==> src/rtl/jtkunio_pkg.sv <==
// Shared definitions for the Kunio video pipeline: palette index bases,
// gfx_en layer bit positions and the packed RGB pixel type.
package jtkunio_pkg;

  localparam logic [7:0] IDX_CHAR_BASE = 8'h00;
  localparam logic [7:0] IDX_SCR_BASE  = 8'h40;
  localparam logic [7:0] IDX_OBJ_BASE  = 8'h80;

  localparam int GFX_CHAR = 0;
  localparam int GFX_SCR  = 1;
  localparam int GFX_OBJ  = 3;

  typedef struct packed {
    logic [3:0] b;
    logic [3:0] g;
    logic [3:0] r;
  } rgb_t;

  // A layer pixel only wins priority when enabled and its colour is not 0.
  function automatic logic opaque(input logic [2:0] col, input logic en);
    return en && (col != 3'd0);
  endfunction

endpackage

==> src/rtl/jtframe_dual_ram.sv <==
// Byte-wide dual-port RAM: port 0 read/write, port 1 read-only, both with
// registered outputs. Read-during-write on port 0 returns the old data.
module jtframe_dual_ram #(
  parameter int DW = 8,
  parameter int AW = 8
) (
  input  logic          clk0,
  input  logic [DW-1:0] data0,
  input  logic [AW-1:0] addr0,
  input  logic          we0,
  output logic [DW-1:0] q0,
  input  logic          clk1,
  input  logic [AW-1:0] addr1,
  output logic [DW-1:0] q1
);

  logic [DW-1:0] mem [0:(1<<AW)-1];

  always_ff @(posedge clk0) begin
    if (we0) mem[addr0] <= data0;
    q0 <= mem[addr0];
  end

  always_ff @(posedge clk1) begin
    q1 <= mem[addr1];
  end

endmodule

==> src/rtl/jtkunio_prio.sv <==
// Layer priority mux: char over obj over scroll, scroll used as-is when
// every layer is transparent. Produces the 8-bit palette index.
module jtkunio_prio
  import jtkunio_pkg::*;
(
  input  logic [5:0] scr_pxl,
  input  logic [5:0] char_pxl,
  input  logic [6:0] obj_pxl,
  input  logic [3:0] gfx_en,
  output logic [7:0] pal_addr
);

  // Scroll is the fallback, so its enable bit never changes the index.
  logic unused_gfx;
  assign unused_gfx = &{1'b0, gfx_en[GFX_SCR], gfx_en[2]};

  always_comb begin
    pal_addr = IDX_SCR_BASE | {2'b00, scr_pxl};
    if (opaque(char_pxl[2:0], gfx_en[GFX_CHAR]))
      pal_addr = IDX_CHAR_BASE | {2'b00, char_pxl};
    else if (opaque(obj_pxl[2:0], gfx_en[GFX_OBJ]))
      pal_addr = IDX_OBJ_BASE | {1'b0, obj_pxl};
  end

endmodule

==> src/rtl/jtkunio_colmix.sv <==
// Kunio colour mixer: priority mux, CPU-writable 256x12 palette and a
// three-tick pixel pipeline with blanking delayed to match.
module jtkunio_colmix
  import jtkunio_pkg::*;
#(
  parameter int BLANK_DLY = 3
) (
  input  logic       rst,
  input  logic       clk,
  input  logic       pxl_cen,
  input  logic       LHBL,
  input  logic       LVBL,
  input  logic [5:0] scr_pxl,
  input  logic [5:0] char_pxl,
  input  logic [6:0] obj_pxl,
  input  logic [8:0] cpu_addr,
  input  logic       pal_cs,
  input  logic       cpu_wrn,
  input  logic [7:0] cpu_dout,
  output logic [7:0] cpu_din,
  input  logic [3:0] gfx_en,
  output logic [3:0] red,
  output logic [3:0] green,
  output logic [3:0] blue,
  output logic       LHBL_dly,
  output logic       LVBL_dly
);

  logic [7:0]           prio_idx;
  logic [7:0]           pal_addr_p0_q;
  rgb_t                 pal_rgb_p1_q;
  rgb_t                 rgb_p2_q, rgb_p2_d;
  logic [BLANK_DLY-1:0] hbl_q, vbl_q;
  logic [7:0]           lo_cpu, hi_cpu, lo_vid, hi_vid;
  logic                 cpu_we, sel_hi_q, rd_ok_q;
  logic                 unused_hi;

  assign cpu_we    = pal_cs & ~cpu_wrn;
  assign unused_hi = &{1'b0, hi_vid[7:4]};

  jtkunio_prio u_prio (
    .scr_pxl  (scr_pxl),
    .char_pxl (char_pxl),
    .obj_pxl  (obj_pxl),
    .gfx_en   (gfx_en),
    .pal_addr (prio_idx)
  );

  jtframe_dual_ram #(.DW(8), .AW(8)) u_ram_lo (
    .clk0  (clk),
    .data0 (cpu_dout),
    .addr0 (cpu_addr[7:0]),
    .we0   (cpu_we & ~cpu_addr[8]),
    .q0    (lo_cpu),
    .clk1  (clk),
    .addr1 (pal_addr_p0_q),
    .q1    (lo_vid)
  );

  jtframe_dual_ram #(.DW(8), .AW(8)) u_ram_hi (
    .clk0  (clk),
    .data0 (cpu_dout),
    .addr0 (cpu_addr[7:0]),
    .we0   (cpu_we & cpu_addr[8]),
    .q0    (hi_cpu),
    .clk1  (clk),
    .addr1 (pal_addr_p0_q),
    .q1    (hi_vid)
  );

  // Blank status of the pixel now in pal_rgb sits one stage before the output.
  assign rgb_p2_d = (hbl_q[BLANK_DLY-2] & vbl_q[BLANK_DLY-2]) ? pal_rgb_p1_q : '0;

  always_ff @(posedge clk) begin
    if (rst) begin
      pal_addr_p0_q <= '0;
      pal_rgb_p1_q  <= '0;
      rgb_p2_q      <= '0;
      hbl_q         <= '0;
      vbl_q         <= '0;
    end else if (pxl_cen) begin
      // Tick 0: priority index
      pal_addr_p0_q <= prio_idx;
      // Tick 1: palette colour {B, G, R}
      pal_rgb_p1_q  <= {hi_vid[3:0], lo_vid};
      // Tick 2: blanked output
      rgb_p2_q      <= rgb_p2_d;
      hbl_q         <= {hbl_q[BLANK_DLY-2:0], LHBL};
      vbl_q         <= {vbl_q[BLANK_DLY-2:0], LVBL};
    end
  end

  always_ff @(posedge clk) begin
    if (rst) begin
      sel_hi_q <= 1'b0;
      rd_ok_q  <= 1'b0;
    end else begin
      sel_hi_q <= cpu_addr[8];
      rd_ok_q  <= 1'b1;
    end
  end

  assign cpu_din  = rd_ok_q ? (sel_hi_q ? hi_cpu : lo_cpu) : 8'd0;
  assign red      = rgb_p2_q.r;
  assign green    = rgb_p2_q.g;
  assign blue     = rgb_p2_q.b;
  assign LHBL_dly = hbl_q[BLANK_DLY-1];
  assign LVBL_dly = vbl_q[BLANK_DLY-1];

endmodule
==> config.mk <==
export PLATFORM = sky130hd
export DESIGN_NAME = jtkunio_colmix
export DESIGN_NICKNAME = d
export VERILOG_FILES = /design/src/rtl/jtkunio_pkg.sv /design/src/rtl/jtframe_dual_ram.sv /design/src/rtl/jtkunio_prio.sv /design/src/rtl/jtkunio_colmix.sv
export SDC_FILE = /design/constraint.sdc
export NUM_CORES = 2
export LEC_CHECK = 0
export CAP_MARGIN = 5
export CORE_UTILIZATION = 45
export DETAILED_ROUTE_END_ITERATION = 6
export GPL_TIMING_DRIVEN = 1
export PLACE_DENSITY = 0.63
export SLEW_MARGIN = 20
export SYNTH_ARGS = -nofsm -noshare
export SYNTH_HDL_FRONTEND = slang
export SYNTH_SLANG_ARGS = --single-unit
export TNS_END_PERCENT = 1
==> constraint.sdc <==
create_clock -name clk -period 2.7 [get_ports clk]
set_clock_uncertainty 0.1 [all_clocks]
set_input_delay 0.27 -clock clk [delete_from_list [all_inputs] [get_ports clk]]
set_output_delay 0.27 -clock clk [all_outputs]
set_load 0.03 [all_outputs]
==> results.yml <==
setup_path:
  cp_data_arrival_time_ns: 4.14
  crit_path_cell_trace: "nand2_4 > buf_6 > buf_12 > o221ai_1 > o22ai_2 > nor3_2 > buf_4 > nor3_4 > buf_4 > nor4_2"
  worstSetupEndpointType: "flip-flop"
  crit_top_cell: "sky130_fd_sc_hd__buf_4"
  critical_path.max_stage_delay_ns: 0.69
  timing.setup.critical_path_class: "flip-flop to flip-flop"
  worst_r2r_startpoint: "pal_addr_p0_q[2]$_SDFFE_PP0P_"
  critPathRequiredTime_ns: 3.53
  worstReg2RegEnd: "u_ram_hi.q1[0]$_DFF_P_"
  worstRegToRegCells: 10
  highest_fanout_seen_on_the_critical_path: 33
  critPathLaunchType: "flip-flop"
  setup.reg_to_reg.worst_slack_ns: -0.61
  slowest_stage: "sky130_fd_sc_hd__dfxtp_4"
routing:
  drc_errors: 0
  drt-initial-drc-count: 16290
  ant_nets: 0
  finalWirelength_mm: 667
  dr_total_vias: 113187
  vias_per_cell: 6.67
  post_drt_wl_per_cell_um: 39.3
  drt_pass1_iterations: 7
clocking:
  cts_sinks: 4164
  ctsRootBufferMaster: "sky130_fd_sc_hd__clkbuf_16"
  clk_latency_worst_skew_pair_ns: 1.04
  cts_tree: "yes"
  numCtsBuffers: 431
  cts.reportedPaths.clkPinSlew_ns: 0.06
  htreeDepth: 5
  worst_case_clock_buffer_depth: 4
placement:
  numPortBuffers: 66
  place_hpwl_mm: 470
  finalWeightedCongestion: 0.994
  dpl_worst_slack_ns: -1.23
  placed_cells: 16088
outcome:
  outcome: "complete, but fails checks"
  failed_checks: "negative setup slack"
timing:
  final_min_period_over_clock_period_pct: 122
  grt_setup_unrepaired: "true"
  final-max-slew-violation-count: 0
  max_freq_mhz: 302
  finalCriticalPeriod_ns: 3.31
  post-route-worst-setup-slack_ns: -0.607
  slew-limit-headroom_pct: 13.0
  transition_time_at_the_pin_with_the_least_slew_margin_ns: 1.30
  setup-tns-final_ns: -6.59
  timing.final.hold_violations: 0
  timing.final.setup_violations: 16
floorplanning:
  boundaryPins: 69
  placementRows: 235
  core-area_mm2: 0.410
  die_width_um: 643
  die_h_um: 643
  die_area_mm2: 0.414
  initial_core_util_pct: 45.2
yosys:
  share_of_yosys_cell_area_claimed_by_the_top_area_cell_type_pct: 66.5
  postSynth.topFlopCell: "sky130_fd_sc_hd__edfxtp_1"
  synth_sequential_area_ratio_pct: 67.2
  largest_cells_by_area_after_synthesis: "sky130_fd_sc_hd__edfxtp_1 (66%), sky130_fd_sc_hd__mux4_2 (22%), sky130_fd_sc_hd__mux2i_1 (3.2%), sky130_fd_sc_hd__nor2_1 (1.2%), sky130_fd_sc_hd__dfxtp_1 (0.74%)"
  synthesized_instance_count: 9090
  synth-warning-count: 0
  async_flop_share_pct: 0
  synth-edff-count: 4096
  yosys_register_bits: 4164
  yosys.area.top_type: "sky130_fd_sc_hd__edfxtp_1"
  synthDistinctLibCells: 67
  syn_area_per_cell_um2: 20.4
  synth_nets: 9137
  mappedNetlistArea_mm2: 0.185
layout:
  multi_input_area_mm2: 0.0593
  seq_area_mm2: 0.124
  final_net_count: 11193
  post_layout_nonfiller_instances: 16972
  utilization_pct: 56.2
  count_of_fill_cells_added_during_filler_insertion: 30404
  drive_above_1_share_pct: 45.5
  layout-area-overhead-vs-synth_pct: 24.4
flow_run:
  maxCapViolCount: 0
hold_path:
  min_path_cells: 5
  worst_hold_path.endpoint: "pal_addr_p0_q[3]$_SDFFE_PP0P_"
  hp-class: "input port to flip-flop"
  hp-start: "char_pxl[3]"
grt:
  grt_max_degree: 126
  first_global_vias: 112956
  number_of_antenna_violations_at_the_first_check_in_global_routing: 39
  grt.overflow.total: 0
  grt_first_pass_wirelength_mm: 914
  grt_usage_pct: 31.8
pwr:
  cellPowerDensity_mw_per_mm2: 647
  leakage_uw: 0.0752
  finalPower_uw: 149000
  ir_drop_uv: 745
## worst max path at each step
stage	slack, ns	end	depth (start not counted)	start
6_report	-0.61	u_ram_hi.q1[0]$_DFF_P_	10	pal_addr_p0_q[2]$_SDFFE_PP0P_
5_1_grt	-0.57	u_ram_hi.q1[0]$_DFF_P_	12	pal_addr_p0_q[0]$_SDFFE_PP0P_
2_1_floorplan	-0.16	u_ram_hi.mem[198][0]$_DFFE_PP_	9	cpu_addr[7]
3_3_place_gp	-1.46	u_ram_lo.q1[0]$_DFF_P_	10	pal_addr_p0_q[0]$_SDFFE_PP0P_
4_1_cts	-0.56	u_ram_hi.q1[1]$_DFF_P_	11	pal_addr_p0_q[0]$_SDFFE_PP0P_
3_5_place_dp	-1.23	u_ram_hi.q1[0]$_DFF_P_	12	pal_addr_p0_q[0]$_SDFFE_PP0P_
## layer usage
| layer | track usage, % | part of all wire (%) | vias to the layer above |
|---|---|---|---|
| li1 | - | - | 43478 |
| met1 | 41.5 | 36 | 60122 |
| met2 | 48.4 | 45 | 7874 |
| met3 | 7.86 | 12 | 1685 |
| met4 | 19.5 | 7.4 | 28 |
| met5 | 0.266 | 0.029 | - |
## per-stage QoR
step                      hold WS (ns)  area [µm²]
after global routing            0.0569      230000
after CTS                     0.000857      230000
final                           0.0446      230000
after detailed placement         0.384      213000
after floorplan                  0.269      186000
after global placement           0.372      213000
## kinds of logic after synthesis
family / synth area share, %
AND/OR/NAND/NOR: 2.47
flip-flops: 67.2
AO/OA/AOI/OAI: 2.88
multiplexers: 25.4
buffers and inverters: 2.03
## layout by cell type, fill, tap and decap left out, types with 84 or more instances in the layout
cell type,netlist,routed
sky130_fd_sc_hd__a22oi_1,109,105
sky130_fd_sc_hd__mux4_2,1804,1805
sky130_fd_sc_hd__buf_4,89,1670
sky130_fd_sc_hd__o221ai_1,142,138
sky130_fd_sc_hd__nor2_4,0,93
sky130_fd_sc_hd__mux2i_1,588,578
sky130_fd_sc_hd__clkbuf_16,0,434
sky130_fd_sc_hd__nand2_1,151,135
sky130_fd_sc_hd__buf_12,1,526
sky130_fd_sc_hd__edfxtp_1,4096,4096
sky130_fd_sc_hd__a21oi_1,129,126
sky130_fd_sc_hd__nor2_2,0,212
sky130_fd_sc_hd__o22ai_1,175,166
sky130_fd_sc_hd__clkinv_1,1,84
sky130_fd_sc_hd__nor2_1,582,277
## layout make-up
class | count | area share (%)
antenna | 15 | 0.0163
clock buffer | 519 | 4.89
clock inverter | 274 | 1.42
inverter | 9 | 0.0234
multi-input combinational | 4204 | 25.7
sequential | 4164 | 54.0
tap | 5451 | 2.96
timing repair buffer | 2336 | 10.9
## sequential cells by signal (all words and copies together) (netlist names)
signal         flops
green              4
sel_hi_q           1
pal_addr_p0_q      8
u_ram_lo.q1        8
u_ram_lo.q0        8
u_ram_lo.mem    2048
u_ram_hi.q1        4
u_ram_hi.q0        8
u_ram_hi.mem    2048
red                4
hbl_q              3
vbl_q              3
blue               4
pal_rgb_p1_q      12
rd_ok_q            1
## synthesized netlist by cell type, types with 4 or more instances
master,number
sky130_fd_sc_hd__buf_1,58
sky130_fd_sc_hd__nor2b_1,49
sky130_fd_sc_hd__buf_2,241
sky130_fd_sc_hd__o32ai_1,6
sky130_fd_sc_hd__and2_1,6
sky130_fd_sc_hd__and3_1,4
sky130_fd_sc_hd__buf_4,89
sky130_fd_sc_hd__o21ai_0,21
sky130_fd_sc_hd__nand2b_1,18
sky130_fd_sc_hd__nand2_1,151
sky130_fd_sc_hd__nand4_1,16
sky130_fd_sc_hd__and4_1,5
sky130_fd_sc_hd__o221ai_1,142
sky130_fd_sc_hd__a221oi_1,40
sky130_fd_sc_hd__o211ai_1,8
sky130_fd_sc_hd__dfxtp_1,68
sky130_fd_sc_hd__a21oi_1,129
sky130_fd_sc_hd__nor4bb_1,5
sky130_fd_sc_hd__and4b_1,4
sky130_fd_sc_hd__mux2i_1,588
sky130_fd_sc_hd__or2_2,5
sky130_fd_sc_hd__o22ai_1,175
sky130_fd_sc_hd__edfxtp_1,4096
sky130_fd_sc_hd__buf_6,49
sky130_fd_sc_hd__a211oi_1,14
sky130_fd_sc_hd__or4_1,6
sky130_fd_sc_hd__o31ai_1,24
sky130_fd_sc_hd__a22oi_1,109
sky130_fd_sc_hd__a32oi_1,11
sky130_fd_sc_hd__inv_1,5
sky130_fd_sc_hd__a31oi_1,9
sky130_fd_sc_hd__nor4b_2,4
sky130_fd_sc_hd__nand3_1,23
sky130_fd_sc_hd__clkbuf_1,273
sky130_fd_sc_hd__mux4_2,1804
sky130_fd_sc_hd__a22o_1,41
sky130_fd_sc_hd__nor4_1,55
sky130_fd_sc_hd__nor2_1,582
sky130_fd_sc_hd__mux2_2,39
sky130_fd_sc_hd__nor3_1,77
## critical path: cells and delay by family (launching register included)
family,cells,cell delay [ns]
simple gates,4,0.86
buf+inv,4,0.85
flops,1,0.69
compound gates,2,0.53
## power by group
part	switching (µW)	total, µW	leakage (µW)	internal, µW
logic	9070	15700	0.0308	6650
clock network	26200	61600	0.00703	35400
registers	362	71500	0.0374	71100
## what timing repair did
item / in CTS / in global routing
cloned: 8 / 1
endpoints found under the hold margin: 2059 / 0
hold buffers: 22 / 0
setup endpoints to repair: 25 / 18
pin swaps: 28 / 10
gates resized for setup: 232 / 39
buffers inserted: 38 / 12
No activity file was read; power rests on OpenSTA's default activity.
